[src/rtl/imem_loader.sv]
// imem_loader: byte-stream program loader for the instruction memory.
// Takes a 16-bit big-endian word count and then a big-endian stream of
// 32-bit words over a valid/ready handshake. Each word is written to
// consecutive word addresses through one write port. busy holds the core
// in reset while a load is running.
// Optional feature: define CHECKSUM_EN to have the loader accept one trailing
// checksum byte and compare it with the XOR of all payload bytes.
module imem_loader #(
  parameter int unsigned n      = 32,
  parameter int unsigned ADDR_W = 6
) (
  input  logic              clk,
  input  logic              rst,
  input  logic              start,
  input  logic              in_valid,
  input  logic [7:0]        in_data,
  output logic              in_ready,
  output logic              mem_we,
  output logic [ADDR_W-1:0] mem_addr,
  output logic [n-1:0]      mem_wdata,
  output logic              busy,
  output logic              done,
  output logic              err,
  output logic [ADDR_W:0]   words_loaded
);

  localparam logic [31:0] CAP = 32'(1) << ADDR_W;

`ifdef CHECKSUM_EN
  typedef enum logic [2:0] {
    S_IDLE, S_LEN_HI, S_LEN_LO, S_BYTES, S_WRITE, S_CHK, S_DONE
  } state_e;
  localparam state_e S_FIN = S_CHK;
`else
  typedef enum logic [2:0] {
    S_IDLE, S_LEN_HI, S_LEN_LO, S_BYTES, S_WRITE, S_DONE
  } state_e;
  localparam state_e S_FIN = S_DONE;
`endif

  state_e              state_q, state_d;
  logic [15:0]         len_q;
  logic [23:0]         word_q;
  logic [1:0]          bcnt_q;
  logic [ADDR_W-1:0]   widx_q;
  logic [ADDR_W:0]     wl_q;
  logic                in_ready_q, mem_we_q, busy_q, done_q, err_q;
  logic [ADDR_W-1:0]   mem_addr_q;
  logic [n-1:0]        mem_wdata_q;
`ifdef CHECKSUM_EN
  logic [7:0]          csum_q;
`endif

  logic        xfer;
  logic [15:0] len_full;
  logic        len_zero, len_over, last_word;

  assign xfer      = in_valid & in_ready_q;
  assign len_full  = {len_q[15:8], in_data};
  assign len_zero  = (len_full == 16'd0);
  assign len_over  = (32'(len_full) > CAP);
  assign last_word = ((32'(wl_q) + 32'd1) == 32'(len_q));

  function automatic logic busy_of(state_e s);
    case (s)
      S_LEN_HI, S_LEN_LO, S_BYTES, S_WRITE: return 1'b1;
`ifdef CHECKSUM_EN
      S_CHK:                                return 1'b1;
`endif
      default:                              return 1'b0;
    endcase
  endfunction

  function automatic logic ready_of(state_e s);
    case (s)
      S_LEN_HI, S_LEN_LO, S_BYTES: return 1'b1;
`ifdef CHECKSUM_EN
      S_CHK:                       return 1'b1;
`endif
      default:                     return 1'b0;
    endcase
  endfunction

  // Next-state selection; outputs are then registered from the chosen state.
  always_comb begin
    state_d = state_q;
    case (state_q)
      S_IDLE, S_DONE: if (start) state_d = S_LEN_HI;
      S_LEN_HI:       if (xfer) state_d = S_LEN_LO;
      S_LEN_LO: begin
        if (xfer) begin
          if (len_over)      state_d = S_DONE;
          else if (len_zero) state_d = S_FIN;
          else               state_d = S_BYTES;
        end
      end
      S_BYTES:        if (xfer && bcnt_q == 2'd3) state_d = S_WRITE;
      S_WRITE:        state_d = last_word ? S_FIN : S_BYTES;
`ifdef CHECKSUM_EN
      S_CHK:          if (xfer) state_d = S_DONE;
`endif
      default:        state_d = S_IDLE;
    endcase
  end

  // FSM state, registered outputs and load datapath.
  always_ff @(posedge clk) begin
    if (rst) begin
      state_q     <= S_IDLE;
      len_q       <= '0;
      word_q      <= '0;
      bcnt_q      <= '0;
      widx_q      <= '0;
      wl_q        <= '0;
      in_ready_q  <= 1'b0;
      mem_we_q    <= 1'b0;
      busy_q      <= 1'b0;
      done_q      <= 1'b0;
      err_q       <= 1'b0;
      mem_addr_q  <= '0;
      mem_wdata_q <= '0;
`ifdef CHECKSUM_EN
      csum_q      <= '0;
`endif
    end else begin
      state_q    <= state_d;
      busy_q     <= busy_of(state_d);
      in_ready_q <= ready_of(state_d);
      done_q     <= (state_d == S_DONE);
      mem_we_q   <= (state_d == S_WRITE);
      case (state_q)
        S_IDLE, S_DONE: begin
          if (start) begin
            err_q  <= 1'b0;
            wl_q   <= '0;
            widx_q <= '0;
            bcnt_q <= '0;
            len_q  <= '0;
            word_q <= '0;
`ifdef CHECKSUM_EN
            csum_q <= '0;
`endif
          end
        end
        S_LEN_HI: if (xfer) len_q[15:8] <= in_data;
        S_LEN_LO: begin
          if (xfer) begin
            len_q[7:0] <= in_data;
            if (len_over) err_q <= 1'b1;
          end
        end
        S_BYTES: begin
          if (xfer) begin
            word_q <= {word_q[15:0], in_data};
            bcnt_q <= bcnt_q + 2'd1;
`ifdef CHECKSUM_EN
            csum_q <= csum_q ^ in_data;
`endif
            // Write port is loaded while entering WRITE so it is valid with mem_we.
            if (bcnt_q == 2'd3) begin
              mem_addr_q  <= widx_q;
              mem_wdata_q <= n'({word_q, in_data});
            end
          end
        end
        S_WRITE: begin
          widx_q <= widx_q + 1'b1;
          wl_q   <= wl_q + 1'b1;
        end
`ifdef CHECKSUM_EN
        S_CHK: if (xfer && in_data != csum_q) err_q <= 1'b1;
`endif
        default: ;
      endcase
    end
  end

  assign in_ready     = in_ready_q;
  assign mem_we       = mem_we_q;
  assign mem_addr     = mem_addr_q;
  assign mem_wdata    = mem_wdata_q;
  assign busy         = busy_q;
  assign done         = done_q;
  assign err          = err_q;
  assign words_loaded = wl_q;

endmodule
[config.mk]
export PLATFORM = sky130hd
export DESIGN_NAME = imem_loader
export DESIGN_NICKNAME = d
export VERILOG_FILES = /design/src/rtl/imem_loader.sv
export SDC_FILE = /design/constraint.sdc
export NUM_CORES = 1
export LEC_CHECK = 0
export CORE_UTILIZATION = 55
export CTS_BUF_LIST = sky130_fd_sc_hd__clkbuf_8
export CTS_CLUSTER_DIAMETER = 100
export DETAILED_ROUTE_END_ITERATION = 8
export MAX_ROUTING_LAYER = met4
export PLACE_DENSITY = 0.81
export SETUP_SLACK_MARGIN = 0.1
export SYNTH_ARGS = -nofsm -noshare
export SYNTH_HDL_FRONTEND = slang
export SYNTH_SLANG_ARGS = --single-unit
[constraint.sdc]
create_clock -name clk -period 3.9 [get_ports clk]
set_clock_uncertainty 0.15 [all_clocks]
set_input_delay 1.17 -clock clk [delete_from_list [all_inputs] [get_ports clk]]
set_output_delay 1.17 -clock clk [all_outputs]
set_load 0.01 [all_outputs]
==> results.cfg <==
[floorplan]
chipHeight_microns = 88.1
ioPinCount = 62
initial_core_util = 0.565
dieArea_sq_um = 7760
die_x_microns = 88.1
coreArea_sq_um = 7210
fp-row-count = 31

[grt]
grt_util_met3 = 0.0377
grt_pass1_vias = 3250
track_usage = 0.261
grt_pass1_wl_microns = 15200
use_met1 = 0.354
grt_util_met2 = 0.393
top_usage_layer = met2
grt_max_degree = 66
grt.overflow.total = 0
antenna_found_initial = 0

[cells_and_area]
num-fill-cells = 645
fin_nets = 562
drive_gt1_frac = 0.0707
antenna_cells = 0
syn2layout_area_growth_pct = 21.0

[sta]
hold_violations = 0
slew_violations = 0
setup_slack_ns = 1.06
clock.fmax_mhz = 352
timing.final.crit_share = 0.727
setup_viol = 0
finalSetupTns_ns = 0
rsz0062_at_grt = no
layout_min_cycle_time_ns = 2.84
worstMarginPinSlew_ns = 0.707
holdWs_ns = 0.305
max-slew-margin-rel = 0.527

[cts]
cts_tree = built
cts_setup_buffers = 0
cts_made_buffers = 9
clk_path_buf_depth = 2
cts_resized = 0
cts.sinks = 101
h-tree-depth = 3
root_buffer = clkbuf_8
cts_hold_buf = 0
clk_pin_slew_ns = 0.10
clkLatencyLatePin_ns = 0.36

[yosys]
synth_area_per_cell_sq_um = 8.20
syn_nets = 512
syn_inst = 497
syn-cell-area_sq_um = 4080
ys_warn_count = 0
ys_types = 49
post-synth-top-area-cell = dfxtp_1
ys_ff_latch = 101
synth_edf_count = 0
async_flop_share = 0
synthTopCellsByCount = nand2_1, dfxtp_1, a21oi_1, nor2_1, a22oi_1
synth_top_area_share = 0.496
yosys_most_used_dff = dfxtp_1
synthTopCellsByArea = dfxtp_1, nand2_1, a21oi_1
yosys.cell_count.top_type = nand2_1
ys_seq_area_frac = 0.496

[job]
maxCapViolCount = 0

[placement]
post-place-ws_ns = 0.702
dp_hpwl_microns = 6330
numPortBuffers = 61
gp_congestion = 0.869

[routing]
route.vias.total = 3688
ant_nets = 0
firstDrtPassIters = 5
drt_iter0_drc = 315
drt-vias-per-instance = 5.67
drt_wl_total_microns = 9390
avgRoutedWirePerCell_microns = 14.4
drc_errors = 0

[critical_path]
r2r-end = mem_we
r2r_setup_slack_ns = 1.22
r2r_cells = 6
r2r-start = words_loaded[0]
arrival_ns = 2.96
end_kind = flop
crit_path_start_kind = input pin
critical_path_class = in2reg
required_ns = 4.02
critPathMaxFanout = 9

[pwr]
p_leak_uw = 0.00161
ir_drop_v = 0.000325
powerDensity_nw_per_um2 = 363

[worst_hold_path]
hp-class = reg2reg
min_to = mem_addr[0]
hold_depth = 2
hold_start = mem_addr[0]

[run_status]
status = completed
## logic make-up after synthesis
| logic type | after synthesis | share of synthesized area |
|---|---|---|
| simple gates | 222 | 0.240 |
| compound gates | 126 | 0.195 |
| flops | 101 | 0.496 |
| buf+inv | 36 | 0.0390 |
| xor+xnor | 9 | 0.0212 |
| fa+ha+maj | 3 | 0.00921 |
## sequential cells by signal (all words and copies together) (netlist names), 2 cells and up
register and count:
widx_q 6, bcnt_q 2, mem_wdata 32, mem_addr 6, words_loaded 7, state_q 3, word_q 24, len_q 16
## layer usage
metal	part of all wire	wire length, microns
met5	0	0
met2	0.45	4230
met1	0.47	4450
met4	0.020	190
met3	0.055	513
## worst max-delay path by stage
stage	from	end	slack, ns	cells after the start
finish	start	err	1.06	6
global route	start	len_q[3]	0.85	6
CTS	start	err	1.10	6
detailed placement	start	err	0.70	6
global placement	start	err	0.76	6
floorplan	in_valid	mem_addr[3]	1.30	6
## report_power, final
part	total, uW	switching, uW	internal [uW]
Combinational	116	72.2	43.7
Sequential	1050	11.6	1040
Clock	625	370	255
Total	1790	454	1340
## final cells by class
cell class,instances,area (sq um),share of cell area
Sequential cell,101,2020,0.410
Clock buffer,10,138,0.0279
Multi-Input combinational cell,360,1900,0.385
Timing Repair Buffer,69,678,0.137
Tap cell,99,124,0.0251
Clock inverter,6,47.5,0.00964
Inverter,6,22.5,0.00457
## through the flow
stage	instance area, sq um	std cells	utilization	power, uW
finish	4930	651	0.684	1790
global route	4930	651	0.684	1840
CTS	4930	651	0.684	1790
detailed placement	4750	635	0.658	1190
global placement	4750	635	0.658	1190
floorplan	4080	497	-	1140
## cell usage in the layout, fill, tap and decap left out, types with 5 or more instances in the layout
cell type          n
a21oi_1           63
o21ai_0            8
nor2_1            53
a22oi_1           33
nand2b_1          10
xnor2_1            5
nor4_1             6
clkdlybuf4s50_1   60
buf_4              7
nand2_1          120
inv_1              7
clkbuf_8          10
nor3_1             5
dfxtp_1          101
nand3_1            7
## critical path, stage by stage
cell and delay (ns):
clkdlybuf4s50_1 0.52, nor2b_1 0.21, nand2b_1 0.17, a2bb2oi_1 0.58
a21oi_1 0.08, o21ba_2 0.22
Power figures use the tool's default switching activity.
